**config.mk**
```make
export PLATFORM = sky130hd
export DESIGN_NAME = led_pattern_ctrl
export DESIGN_NICKNAME = d
export VERILOG_FILES = /design/src/rtl/led_pattern_ctrl.sv
export SDC_FILE = /design/constraint.sdc
export NUM_CORES = 1
export LEC_CHECK = 0
export ABC_AREA = 1
export CORE_UTILIZATION = 50
export CTS_CLUSTER_SIZE = 8
export DETAILED_ROUTE_END_ITERATION = 7
export GPL_TIMING_DRIVEN = 0
export PLACE_DENSITY_LB_ADDON = 0.08
export SLEW_MARGIN = 40
export SYNTH_ARGS = -nofsm -noshare
export SYNTH_HDL_FRONTEND = slang
export SYNTH_SLANG_ARGS = --single-unit
```
**constraint.sdc**
```tcl
create_clock -name sys_clk -period 1.88 [get_ports sys_clk]
set_clock_uncertainty 0.05 [all_clocks]
set_input_delay 0.188 -clock sys_clk [delete_from_list [all_inputs] [get_ports sys_clk]]
set_output_delay 0.188 -clock sys_clk [all_outputs]
set_load 0.1 [all_outputs]
```
**src/rtl/led_pattern_ctrl.sv**
```systemverilog
// LED pattern generator: ALL_ON / BLINK / RUN / PINGPONG stepped every TICK_DIV clocks while vaild is high.
// One register stage from vaild/mode to led; no backpressure, and vaild low blanks the bank on the next edge.
module led_pattern_ctrl #(
    parameter int LED_W   = 4,
    parameter int CLK_HZ  = 50_000_000,
    parameter int TICK_HZ = 10
) (
    input  logic             sys_clk,
    input  logic             rst_n,
    input  logic             vaild,
    input  logic [1:0]       mode,
    output logic [LED_W-1:0] led,
    output logic             tick
);
    localparam int TICK_DIV = CLK_HZ / TICK_HZ;
    localparam int CNT_W    = $clog2(TICK_DIV);
    localparam logic [CNT_W-1:0] CNT_MAX = CNT_W'(TICK_DIV - 1);

    localparam logic [1:0] M_ALL_ON   = 2'd0;
    localparam logic [1:0] M_BLINK    = 2'd1;
    localparam logic [1:0] M_RUN      = 2'd2;
    localparam logic [1:0] M_PINGPONG = 2'd3;

    typedef enum logic {IDLE, RUN} state_e;

    state_e             state_q, state_d;
    logic [CNT_W-1:0]   cnt_q, cnt_d;
    logic [1:0]         mode_q, mode_d;
    logic               dir_q, dir_d;
    logic [LED_W-1:0]   led_q, led_d;
    logic               tick_q, tick_d;

    logic [LED_W-1:0]   init_led;
    logic [LED_W-1:0]   step_led;
    logic               step_dir;

    always_comb begin
        init_led = LED_W'(1);
        if (mode == M_ALL_ON || mode == M_BLINK) begin
            init_led = '1;
        end
    end

    // One pattern step from the current led/dir; single-LED banks hold still.
    always_comb begin
        step_led = led_q;
        step_dir = dir_q;
        case (mode_q)
            M_BLINK: step_led = ~led_q;
            M_RUN:   step_led = (led_q << 1) | (led_q >> (LED_W - 1));
            M_PINGPONG: begin
                if (LED_W > 1) begin
                    if (!dir_q) begin
                        step_led = led_q << 1;
                        if (step_led[LED_W-1]) step_dir = 1'b1;
                    end else begin
                        step_led = led_q >> 1;
                        if (step_led[0]) step_dir = 1'b0;
                    end
                end
            end
            default: ;
        endcase
    end

    always_comb begin
        state_d = state_q;
        cnt_d   = cnt_q;
        mode_d  = mode_q;
        dir_d   = dir_q;
        led_d   = led_q;
        tick_d  = 1'b0;
        if (!vaild) begin
            state_d = IDLE;
            cnt_d   = '0;
            led_d   = '0;
        end else if (state_q == IDLE || mode != mode_q) begin
            state_d = RUN;
            mode_d  = mode;
            cnt_d   = '0;
            dir_d   = 1'b0;
            led_d   = init_led;
        end else if (cnt_q == CNT_MAX) begin
            cnt_d  = '0;
            tick_d = 1'b1;
            led_d  = step_led;
            dir_d  = step_dir;
        end else begin
            cnt_d = cnt_q + 1'b1;
        end
    end

    always_ff @(posedge sys_clk) begin
        if (!rst_n) begin
            state_q <= IDLE;
            cnt_q   <= '0;
            mode_q  <= '0;
            dir_q   <= 1'b0;
            led_q   <= '0;
            tick_q  <= 1'b0;
        end else begin
            state_q <= state_d;
            cnt_q   <= cnt_d;
            mode_q  <= mode_d;
            dir_q   <= dir_d;
            led_q   <= led_d;
            tick_q  <= tick_d;
        end
    end

    assign led  = led_q;
    assign tick = tick_q;
endmodule

```
==> results.py <==
metrics = {
    "status": {
        "status": "finished, final reports clean",
    },
    "route": {
        "avgViaCountPerCell": 4.767,
        "post-route-drc-count": 0,
        "wl_per_cell_um": 10.65,
        "ant_nets": 0,
        "dr.pass1.iters": 4,
        "wl_um": 3376,
        "vias": 1511,
        "initialDrtViolationCount": 53,
    },
    "sta": {
        "tightestPinTransition_ns": 0.4850,
        "tns_ns": 0,
        "slew_viol_final": 0,
        "hold_violations": 0,
        "final_min_period_over_clock_period_pct": 84.53,
        "finalCriticalPeriod_ns": 1.589,
        "rsz0062_at_grt": "no",
        "timing.final.ws_setup_ns": 0.2909,
        "slew_headroom_pct": 67.89,
        "finalSetupViolations": 0,
        "fmax_mhz": 629.3,
    },
    "clocking": {
        "cts_setup_buffers": 0,
        "clkLatencyLatePin_ns": 0.34,
        "ctsHoldBuffers": 0,
        "cts_tree": "built",
        "cts.htree.levels": 2,
        "cts.clk_slew.worst_paths_ns": 0.10,
        "cts_buffer_depth": 2,
        "cts_buffers": 5,
        "cts-root-buf": "clkbuf_4",
        "cts_resized": 0,
        "cts.sinks": 32,
    },
    "placed_design": {
        "place_area_um2": 1906,
        "preCtsSetupSlack_ns": 0.1335,
        "port_buffers": 9,
        "globalplace.congestion": 0.8527,
        "dpl.cell_count": 309,
        "dp_hpwl_um": 2573,
    },
    "layout": {
        "diodes": 0,
        "fillerInstances": 337,
        "area_growth_pct": 10.18,
        "fin_area_um2": 1964,
        "final_nets": 278,
        "layout-drive-gt1-share_pct": 13.28,
        "instances_no_fill": 317,
    },
    "floorplan": {
        "die_w_um": 61.72,
        "die_h_um": 61.72,
        "initial_core_util_pct": 53.01,
        "rows": 21,
        "io_pins": 10,
        "core-area_um2": 3363,
        "die-area_um2": 3809,
    },
    "synth": {
        "synth_area_per_cell_um2": 7.020,
        "synth_cells": 254,
        "yosys.area.top_type": "dfxtp_1",
        "ys_seq_area_share_pct": 35.93,
        "yosys.area_share.simple_pct": 42.53,
        "synth_top_family_by_area": "simple AND/OR/NAND/NOR gates",
        "synth_mux_area_share_pct": 0,
        "yosys.area_share.adder_pct": 2.105,
        "ys_types": 30,
        "syn-num-nets": 262,
        "synth_top_area_share_pct": 35.93,
        "synth_area_um2": 1783,
        "synth_xor_area_share_pct": 7.368,
        "synth_compound_area_share_pct": 5.123,
        "yosys_warnings": 0,
        "synth_top_cells_by_area": "dfxtp_1, nor2_1, nand2_1",
        "synth_seq_cells": 32,
    },
    "grt": {
        "grt_antenna_before_repair": 0,
        "grt_pass1_wl_um": 5658,
        "grt_pass1_vias": 1374,
        "grt-ovfl-total": 0,
        "grt_max_degree": 11,
        "grt_use_total_pct": 20.81,
    },
    "worst_setup_path": {
        "rr_worst_depth": 9,
        "worst_ep_arrival_time_ns": 1.78,
        "end_kind": "flop",
        "critical_path_required_ns": 2.08,
        "crit-reg2reg-launch": "mode_q[1]",
        "start_kind": "flop",
        "worstReg2RegEnd": "led[1]",
        "path_class": "flop to flop",
        "cp_max_fo": 6,
        "ff2ff_setup_slack_ns": 0.29,
    },
    "pwr": {
        "p_leak_nw": 0.7309,
        "max-vdd-ir-drop_mv": 0.3973,
        "pwr_density_cell_nw_per_um2": 641.1,
    },
    "worst_hold_path": {
        "hold_path_depth": 1,
        "hp-start": "cnt_q[0]",
        "hp-class": "flop to flop",
        "holdPathEnd": "cnt_q[0]",
    },
    "run": {
        "cap_violations": 0,
    },
}
[power by group]
| group | switching, mW | internal, mW | total, mW |
|---|---|---|---|
| Combinational | 0.0949 | 0.0436 | 0.138 |
| Clock | 0.234 | 0.184 | 0.418 |
| Sequential | 0.0140 | 0.689 | 0.703 |
[area by class of cell]
cell class / instances / area, um^2 / share of cell area, %
well taps: 46 / 57.56 / 2.930
inverters: 24 / 90.09 / 4.586
clock buffers: 8 / 58.81 / 2.994
repair buffers: 9 / 65.06 / 3.312
multi-input cells: 195 / 1018 / 51.85
flip-flops and latches: 32 / 640.6 / 32.61
plain buffers: 3 / 33.78 / 1.720
[layout by cell type, fill, tap and decap left out, types with 2 or more instances in the layout]
cell type | netlist | layout
nor2_1 | 59 | 59
nand2_1 | 58 | 58
dfxtp_1 | 32 | 32
inv_1 | 20 | 20
nand3_1 | 15 | 15
xnor2_1 | 10 | 10
nand4_1 | 7 | 7
o21ai_0 | 7 | 7
xor2_1 | 5 | 5
clkbuf_4 | 0 | 5
buf_2 | 0 | 5
a21oi_2 | 4 | 4
clkdlybuf4s50_1 | 0 | 4
inv_2 | 3 | 3
nand3_2 | 3 | 3
buf_6 | 3 | 3
a21oi_1 | 3 | 3
nor3b_1 | 3 | 3
ha_1 | 3 | 3
nand3b_1 | 2 | 2
nor2_2 | 2 | 2
nand2_2 | 2 | 2
nor4_1 | 2 | 2
or2_2 | 2 | 2
clkbuf_1 | 0 | 2
[cells in the mapped netlist]
cell type,number
clkinv_1,1
o22ai_1,1
inv_2,3
buf_6,3
and2_1,1
nand3_2,3
a21oi_1,3
nand2_2,2
nor3b_1,3
xor2_1,5
or2_2,2
nand2_4,1
nor2_4,1
nand3b_2,1
inv_1,20
or2_4,1
nor3_4,1
nor2_1,59
xnor2_1,10
a21oi_2,4
nand4_1,7
nor4_1,2
o21ai_0,7
ha_1,3
nand3b_1,2
dfxtp_1,32
nand3_4,1
nand2_1,58
nand3_1,15
nor2_2,2
[worst max-delay path, stage by stage (launching register included)]
cell and delay, ns:
dfxtp_1 0.38, ha_1 0.25, inv_1 0.11, nand2_1 0.13
nand2_1 0.13, nor2_1 0.04, o21ai_0 0.18, nand2_1 0.08
nor2_1 0.08, nor2_1 0.05
[layer usage]
layer	vias up	wire [um]	track usage, %
met5	-	0	0
met4	0	76	10.48
met3	8	117	5.176
met2	26	1591	35.33
met1	644	1590	24.39
li1	833	-	-
[worst max-delay path by stage]
stage                          from  endpoint  slack (ns)  cells after the start
after floorplan              led[0]    led[0]        0.19                      6
after global placement       led[1]    led[1]        0.09                      1
after detailed placement    mode[1]    led[2]        0.13                      9
after CTS                  cnt_q[0]    led[3]        0.29                      8
after global routing       cnt_q[0]    led[3]        0.07                      8
final                     mode_q[1]    led[1]        0.29                      9
[cells by family after synthesis]
kind of cell               after synthesis
AOI/OAI and AO/OA                       15
DFF                                     32
and+or+nand+nor                        162
buffers and inverters                   27
adders and majority gates                3
xor gates and xnor gates                15
[through the flow]
step                power (mW)  hold slack [ns]  utilization, %
finish                   1.259           0.4027           58.41
global route             1.313           0.4332           58.41
CTS                      1.274           0.4054           58.41
detailed placement      0.8580           0.3927           56.66
global placement        0.8624           0.3849           57.40
floorplan               0.8266           0.2587               -
[state kept, by name, summed over array words and instances, names as in the netlist]
register and cells:
led 4, dir_q 1, tick 1, state_q 1
cnt_q 23, mode_q 2
No activity file was read; power rests on OpenSTA's default activity.
